--- config.mk ---
export PLATFORM = sky130hd
export DESIGN_NAME = rca_seq_ctrl
export DESIGN_NICKNAME = d
export VERILOG_FILES = /design/src/rtl/rca_seq_pkg.sv /design/src/rtl/rca4_slice.sv /design/src/rtl/rca_seq_ctrl.sv
export SDC_FILE = /design/constraint.sdc
export NUM_CORES = 1
export LEC_CHECK = 0
export CORE_UTILIZATION = 50
export DETAILED_ROUTE_END_ITERATION = 16
export HOLD_SLACK_MARGIN = 0.03
export PLACE_DENSITY_LB_ADDON = 0.25
export SETUP_SLACK_MARGIN = 0.1
export SYNTH_ARGS = -nofsm -noshare
export SYNTH_HDL_FRONTEND = slang
export SYNTH_HIERARCHICAL = 1
export SYNTH_SLANG_ARGS = --single-unit
--- constraint.sdc ---
create_clock -name clk -period 3.7 [get_ports clk]
set_input_delay 0.555 -clock clk [delete_from_list [all_inputs] [get_ports clk]]
set_output_delay 0.555 -clock clk [all_outputs]
set_load 0.005 [all_outputs]
--- src/rtl/rca_seq_pkg.sv ---
// Shared definitions for the sequential ripple-carry adder controller.
package rca_seq_pkg;

  // Width of the shared ripple-carry slice, in bits.
  localparam int SLICE_W = 4;

  // Controller states. The fourth encoding (2'd3) is never entered and
  // falls back to IDLE in the next-state logic.
  typedef enum logic [1:0] {
    ST_IDLE = 2'd0,
    ST_RUN  = 2'd1,
    ST_DONE = 2'd2
  } state_t;

  // Width of a counter that indexes nslice slice passes (never below 1 bit).
  function automatic int idx_width(input int nslice);
    return (nslice > 1) ? $clog2(nslice) : 1;
  endfunction

endpackage

--- src/rtl/rca4_slice.sv ---
// Purely combinational 4-bit ripple-carry adder made of four full-adder cells.
module rca4_slice (
  input  logic [3:0] a,
  input  logic [3:0] b,
  input  logic       cin,
  output logic [3:0] s,
  output logic       cout
);

  logic [4:0] c_s;

  assign c_s[0] = cin;

  for (genvar i = 0; i < 4; i++) begin : g_fa
    // Full-adder cell i: sum bit and carry to the next cell.
    assign s[i]       = a[i] ^ b[i] ^ c_s[i];
    assign c_s[i + 1] = (a[i] & b[i]) | (c_s[i] & (a[i] ^ b[i]));
  end

  assign cout = c_s[4];

endmodule

--- src/rtl/rca_seq_ctrl.sv ---
// Multi-cycle WIDTH-bit adder: one shared 4-bit slice is stepped LSB-first,
// one nibble per cycle, with the inter-nibble carry kept in a flop.
module rca_seq_ctrl
  import rca_seq_pkg::*;
#(
  parameter int WIDTH = 16
) (
  input  logic             clk,
  input  logic             rst_n,
  input  logic             in_valid,
  output logic             in_ready,
  input  logic [WIDTH-1:0] in_a,
  input  logic [WIDTH-1:0] in_b,
  input  logic             in_cin,
  output logic             out_valid,
  input  logic             out_ready,
  output logic [WIDTH-1:0] out_sum,
  output logic             out_cout,
  output logic             busy
);

  localparam int NSLICE = WIDTH / SLICE_W;
  localparam int IDXW   = idx_width(NSLICE);
  localparam logic [IDXW-1:0] LAST_IDX = IDXW'(NSLICE - 1);

  if ((WIDTH % SLICE_W) != 0 || WIDTH < SLICE_W) begin : g_width_check
    $error("rca_seq_ctrl: WIDTH must be a positive multiple of 4");
  end

  state_t            state_r;
  state_t            state_nx_s;
  logic [IDXW-1:0]   idx_r;
  logic              carry_r;
  logic [WIDTH-1:0]  a_r;
  logic [WIDTH-1:0]  b_r;
  logic [WIDTH-1:0]  sum_r;
  logic              cout_r;
  logic              valid_r;

  logic              accept_s;
  logic              step_s;
  logic              last_s;
  logic              consume_s;

  logic [SLICE_W-1:0] slice_a_s;
  logic [SLICE_W-1:0] slice_b_s;
  logic [SLICE_W-1:0] slice_sum_s;
  logic               slice_cout_s;

  // Current nibble of each operand feeds the shared slice.
  assign slice_a_s = a_r[SLICE_W*idx_r +: SLICE_W];
  assign slice_b_s = b_r[SLICE_W*idx_r +: SLICE_W];

  rca4_slice u_slice (
    .a    (slice_a_s),
    .b    (slice_b_s),
    .cin  (carry_r),
    .s    (slice_sum_s),
    .cout (slice_cout_s)
  );

  // Next-state decode and per-cycle control strobes.
  always_comb begin
    state_nx_s = state_r;
    accept_s   = 1'b0;
    step_s     = 1'b0;
    last_s     = 1'b0;
    consume_s  = 1'b0;
    case (state_r)
      ST_IDLE: begin
        if (in_valid) begin
          accept_s   = 1'b1;
          state_nx_s = ST_RUN;
        end else begin
          state_nx_s = ST_IDLE;
        end
      end
      ST_RUN: begin
        step_s = 1'b1;
        if (idx_r == LAST_IDX) begin
          last_s     = 1'b1;
          state_nx_s = ST_DONE;
        end else begin
          state_nx_s = ST_RUN;
        end
      end
      ST_DONE: begin
        if (out_ready) begin
          consume_s  = 1'b1;
          state_nx_s = ST_IDLE;
        end else begin
          state_nx_s = ST_DONE;
        end
      end
      default: begin
        state_nx_s = ST_IDLE;
      end
    endcase
  end

  // State register with synchronous active-low reset.
  always_ff @(posedge clk) begin
    if (!rst_n) begin
      state_r <= ST_IDLE;
    end else begin
      state_r <= state_nx_s;
    end
  end

  // Operand capture, slice sequencing, carry flop and result registers.
  always_ff @(posedge clk) begin
    if (!rst_n) begin
      a_r     <= '0;
      b_r     <= '0;
      idx_r   <= '0;
      carry_r <= 1'b0;
      sum_r   <= '0;
      cout_r  <= 1'b0;
      valid_r <= 1'b0;
    end else begin
      if (accept_s) begin
        a_r     <= in_a;
        b_r     <= in_b;
        carry_r <= in_cin;
        idx_r   <= '0;
      end
      if (step_s) begin
        sum_r[SLICE_W*idx_r +: SLICE_W] <= slice_sum_s;
        carry_r                         <= slice_cout_s;
        idx_r                           <= idx_r + 1'b1;
      end
      if (last_s) begin
        cout_r  <= slice_cout_s;
        valid_r <= 1'b1;
      end
      if (consume_s) begin
        valid_r <= 1'b0;
      end
    end
  end

  assign in_ready  = (state_r == ST_IDLE);
  assign busy      = (state_r == ST_RUN) || (state_r == ST_DONE);
  assign out_valid = valid_r;
  assign out_sum   = sum_r;
  assign out_cout  = cout_r;

endmodule

After elaboration in Yosys (flattened, before gate mapping). Index checks and enable logic that the tools add are counted.

Register bits after elaboration: 55. Latch bits: 0. RAM bits: 0. Bits in read-only memories: 0. Input port bits: 37. Logic and storage cells: 58. Memories: 0.

$add $sub $neg: 2. Multipliers: 0. Divide/modulo/power cells: 0. Magnitude comparators: 0. Equal/unequal tests: 3. Shift-type cells: 4. Multiplexer cells: 16. Bitwise gates (word level): 21. Reductions and logical operators: 4.

Operator list (count): negator 4 -> 34 bit (1); variable shift 4 x 34 -> 16 bit (first input constant) (1); variable part select 4 x 34 -> 16 bit (1); variable part select 16 x 5 -> 4 bit (2); bitwise mux 16 bit (1); 2-to-1 mux 1 bit (10); bitwise AND 1 bit (8); 2-to-1 mux 2 bit (4); XOR 1 bit (8); case mux 2 bit (3 select lines) (1); == test 2 bit (second input constant) (2); OR 1 bit (4); adder 2 x 1 -> 2 bit (second input constant) (1); == test 2 x 1 -> 1 bit (second input constant) (1); logical NOT 2 bit (1); nonzero test 2 bit (1); OR reduction 2 bit (1); logical OR 1 bit (1); inverter 1 bit (1).

Depth between registers and ports, before layout.
Depth after elaboration: 11. Depth in mapped cells: 14. Gate-level depth less buffers: 12.

By module. The synthesis kept the hierarchy.

By module, submodules not included: rca_seq_ctrl (times used 1, cells each 276, area an instance 2492.4 um^2); rca4_slice (times used 1, cells each 14, area an instance 117.6 um^2).

Least setup slack after synthesis. OpenSTA, ideal clock, no wires.

Kind: register to register. Start: register idx_r[0]. End: register sum_r[7], in the netlist out_sum[7]. Arrival time: 3.303 ns. Data required time: 3.630 ns. Setup slack: 0.327 ns. Stages on the path, launching flop included: 15. Buffers on the path: 2. Path through: dfxtp_1 > buf_6 > buf_2 > mux4_2 > fa_1 > inv_1 > fa_1 > inv_1 > fa_1 > inv_1 > fa_1 > inv_1 > nand2_1 > or3_1 > a21boi_1.

Cells in the longest elaborated chain, start to end: 11. Elaborated cells on any way between the ends: 23. Those cells by class: add/sub: 1; shift: 4; mux: 1; bitwise: 17.

RTL lines: from (decl) (line rca_seq_ctrl.sv:32) `logic [IDXW-1:0] idx_r;`; from (signal assigned) (line rca_seq_ctrl.sv:130) `idx_r <= idx_r + 1'b1;`; variable part select 16 x 5 -> 4 bit * (line rca_seq_ctrl.sv:52) `assign slice_b_s = b_r[SLICE_W*idx_r +: SLICE_W];`; net slice_b_s[0] (line rca_seq_ctrl.sv:46) `logic [SLICE_W-1:0] slice_b_s;`; XOR 1 bit (line rca4_slice.sv:17) `assign c_s[i + 1] = (a[i] & b[i]) | (c_s[i] & (a[i] ^ b[i]));`; bitwise AND 1 bit (line rca4_slice.sv:17); OR 1 bit * (line rca4_slice.sv:17); bitwise AND 1 bit * (line rca4_slice.sv:17); OR 1 bit * (line rca4_slice.sv:17); bitwise AND 1 bit * (line rca4_slice.sv:17); OR 1 bit * (line rca4_slice.sv:17); XOR 1 bit * (line rca4_slice.sv:16) `assign s[i] = a[i] ^ b[i] ^ c_s[i];`; net slice_sum_s[3] (line rca_seq_ctrl.sv:47) `logic [SLICE_W-1:0] slice_sum_s;`; variable part select 4 x 34 -> 16 bit * (line rca_seq_ctrl.sv:128) `sum_r[SLICE_W*idx_r +: SLICE_W] <= slice_sum_s;`; bitwise mux 16 bit * (line rca_seq_ctrl.sv:128); to (signal, indexed assignment) (line rca_seq_ctrl.sv:128); to (decl) (line rca_seq_ctrl.sv:36) `logic [WIDTH-1:0] sum_r;`.

Mark *: on every way through the listed nets, which the timed path passes. The rest lies on a longest branch. A chain may end at the register's enable or synchronous reset.

Worst setup path after layout.
Start: register idx_r[0]. End: register sum_r[7], in the netlist out_sum[7].

Cells in the longest elaborated chain, start to end: 11. Elaborated cells on any way between the ends: 23. Those cells by class: add/sub: 1; shift: 4; mux: 1; bitwise: 17.

RTL lines: variable part select 16 x 5 -> 4 bit * (line rca_seq_ctrl.sv:51) `assign slice_a_s = a_r[SLICE_W*idx_r +: SLICE_W];`; net slice_a_s[0] (line rca_seq_ctrl.sv:45) `logic [SLICE_W-1:0] slice_a_s;`; XOR 1 bit (line rca4_slice.sv:17); bitwise AND 1 bit (line rca4_slice.sv:17); OR 1 bit * (line rca4_slice.sv:17); bitwise AND 1 bit * (line rca4_slice.sv:17); OR 1 bit * (line rca4_slice.sv:17); bitwise AND 1 bit * (line rca4_slice.sv:17); OR 1 bit * (line rca4_slice.sv:17); XOR 1 bit * (line rca4_slice.sv:16); net slice_sum_s[3] (line rca_seq_ctrl.sv:47); variable part select 4 x 34 -> 16 bit * (line rca_seq_ctrl.sv:128); bitwise mux 16 bit * (line rca_seq_ctrl.sv:128).

Marks and branches as above.

==> out/qor.txt <==
Top post-synthesis cells by area: dfxtp_1, nand2_1, a21boi_0
Worst Slack Setup Final: 0.3685 ns
Largest family of logic cells by synthesized area: simple AND/OR/NAND/NOR gates
Critical Path RT: 3.95 ns
Clk slew on worst S/H paths: 0.10 ns
Yosys top cell area share: 0.4219
Post-Synth Adder-Cell Area: 0.07862
Setup bufs post-CTS: 0
Setup WS pre-CTS: 0.3797 ns
Maximum vdd drop: 0.2385 mV
FF-to-FF path depth: 12
Core Region: 4880 um^2
GPL Wtd Cong: 0.8292
DRT iter0 DRCs: 63
WL final: 5.070 mm
Synth Area in Simple Gates: 0.2133
Via/cell ratio: 5.010
Synth Flop Type: dfxtp_1
Unique masters post-synth: 29
Post-synthesis sequential area ratio: 0.4219
Clock skew: 0.007919 ns
Post-Syn Area: 2610 um^2
# DRC: 0
Max-cap violations: 0
RSZ-0062 raised after global routing: no
Nets: 391
# rows: 25
Post-Place Cell Area: 3207 um^2
Longest Clk Path Bufs: 2
Cell Pwr Density: 355.5 nW/um^2
EDFF count, synth: 0
Die Width: 74.25 um
N_diodes: 0
Count of hold-fix buffers inserted at cts: 0
Clock Latency Late Sink: 0.32 ns
Mux cell area share after synthesis: 0.07718
Final hold vios: 0
Largest net degree at the start of global routing: 36
Die area: 5513 um^2
Clk Tree Root Cell: clkbuf_8
Syn-to-layout area delta: 26.65%
Total track usage: 0.2025
Setup slack, reg-to-reg: 0.37 ns
Headroom to the max-slew limit: 0.2633
Via count: 2044
Die height: 74.25 um
Antenna viol nets, final: 0
Routed WL per cell: 12.43 um
Initial Util: 0.5349
Startpoint Class: flip-flop
Seq cells post-synth: 55
Min Tclk post-route: 3.331 ns
Cts repair resizes: 0
Share of cells above drive strength 1: 0.05865
Design Area, Final: 3306 um^2
Buffers added on ports: 56
Total gr overflow: 0
Outcome: completed
Mapped Cells: 290
H-tree Lvls: 2
DP HPWL: 3.718 mm
Slew Limit Fails: 0
Fraction of the mapped netlist area in compound gates: 0.1577
Setup TNS: 0 ns
Num ports: 57
Dominant cell type by area after synthesis: dfxtp_1
Worst hold path class: reg -> reg
Worst setup path class: reg -> reg
Slew @ Worst Pin: 1.102 ns
Warnings, synthesis: 6
Filler cells: 427
Initial antenna violation count: 0
Final Cycle Share: 0.9004
Fmax: 300.2 MHz
CTS Sinks: 55
Crit-path max FO: 4
Worst Setup End Kind: flip-flop
TritonRoute pass-1 iters: 4
Share of flip-flops with an asynchronous set or reset: 0
Setup violators final: 0
Hold Path Stages: 2
XOR/XNOR Fraction of Synth Area: 0
Critical Path AT: 3.58 ns
Post-Syn Area per Cell: 9.000 um^2
Post-Syn Nets: 341
Leakage: 1.208 nW
Num CTS Buffers: 5
Vias in the first global route: 1916
CTS tree: done
Global-route wire length before repair: 8.500 mm
## cell usage in the layout, fill, tap and decap left out, types with 3 or more instances in the layout
master	n
fa_1	4
buf_4	4
o2bb2ai_1	4
and2_1	5
mux4_1	3
nand2b_1	3
clkbuf_8	6
a21boi_1	5
clkdlybuf4s50_1	56
dfxtp_1	55
a21boi_0	41
inv_1	15
nand4_1	4
or3_1	8
nand2_1	92
mux4_2	5
ha_1	10
a21oi_1	4
nand3_1	6
## cell type report
cell class	count	area, um^2	area share
Inverter	15	56.30	0.01703
Clock inverter	2	16.27	0.004921
Tap cell	67	83.83	0.02536
Sequential cell	55	1101	0.3331
Multi-Input combinational cell	203	1375	0.4160
Clock buffer	6	82.58	0.02498
Timing Repair Buffer	60	590.6	0.1787
## critical path, cell delays in order (launching register included)
cell      delay, ns
dfxtp_1        0.42
mux4_1         0.61
fa_1           0.42
inv_1          0.08
fa_1           0.16
inv_1          0.05
fa_1           0.35
inv_1          0.07
fa_1           0.40
inv_1          0.11
nand2_1        0.08
or3_1          0.40
a21boi_1       0.13
## logic make-up after synthesis
logic type | Yosys count
buffers and inverters | 32
adders and majority gates | 14
DFF | 55
muxes | 9
and+or+nand+nor | 124
AOI/OAI and AO/OA | 56
## synthesized netlist by cell type, types with 3 or more instances
master	n
mux4_1	3
clkbuf_1	10
inv_1	15
and2_1	5
a21oi_1	4
ha_1	10
a21boi_1	5
buf_2	5
dfxtp_1	55
o2bb2ai_1	4
a21boi_0	41
nand2_1	92
nand3_1	6
nand4_1	4
or3_1	8
fa_1	4
mux4_2	5
nand2b_1	3
## per-stage QoR
stage / power (W) / hold slack (ns) / utilization / std cells
final: 0.001175 / 0.4631 / 0.6774 / 408
after global routing: 0.001232 / 0.4790 / 0.6774 / 408
after CTS: 0.001184 / 0.4643 / 0.6774 / 408
after detailed placement: 0.0008399 / 0.4506 / 0.6572 / 400
after global placement: 0.0008362 / 0.4450 / 0.6572 / 400
after floorplan: 0.0007625 / 0.4386 / - / 290
## power breakdown
part           internal, W  switching [W]
clock network     0.000153       0.000197
registers         0.000619      0.0000153
logic            0.0000982      0.0000933
total             0.000870       0.000305
## registers in the layout, summed over array words and instances (netlist names)
name       cells
out_cout       1
out_sum       16
state_r        2
b_r           16
a_r           16
carry_r        1
idx_r          2
out_valid      1
## routing by layer
metal / GRT usage / up-vias / wire, um / share of wire
met4: 0.05660 / 0 / 63 / 0.012
met2: 0.3394 / 38 / 2386 / 0.47
li1: - / 1066 / - / -
met5: 0 / - / 0 / 0
met1: 0.2597 / 933 / 2464 / 0.49
met3: 0.05285 / 7 / 155 / 0.031
## path summary, 6_finish.rpt
check | from | end
setup / recovery | idx_r[0]$_SDFFE_PN0P_ | out_sum[7]$_SDFFE_PN0P_
hold / removal | out_sum[6]$_SDFFE_PN0P_ | out_sum[6]$_SDFFE_PN0P_
setup reg to reg | idx_r[0]$_SDFFE_PN0P_ | out_sum[7]$_SDFFE_PN0P_
hold reg to reg | out_sum[6]$_SDFFE_PN0P_ | out_sum[6]$_SDFFE_PN0P_
No activity file was read; power rests on OpenSTA's default activity.
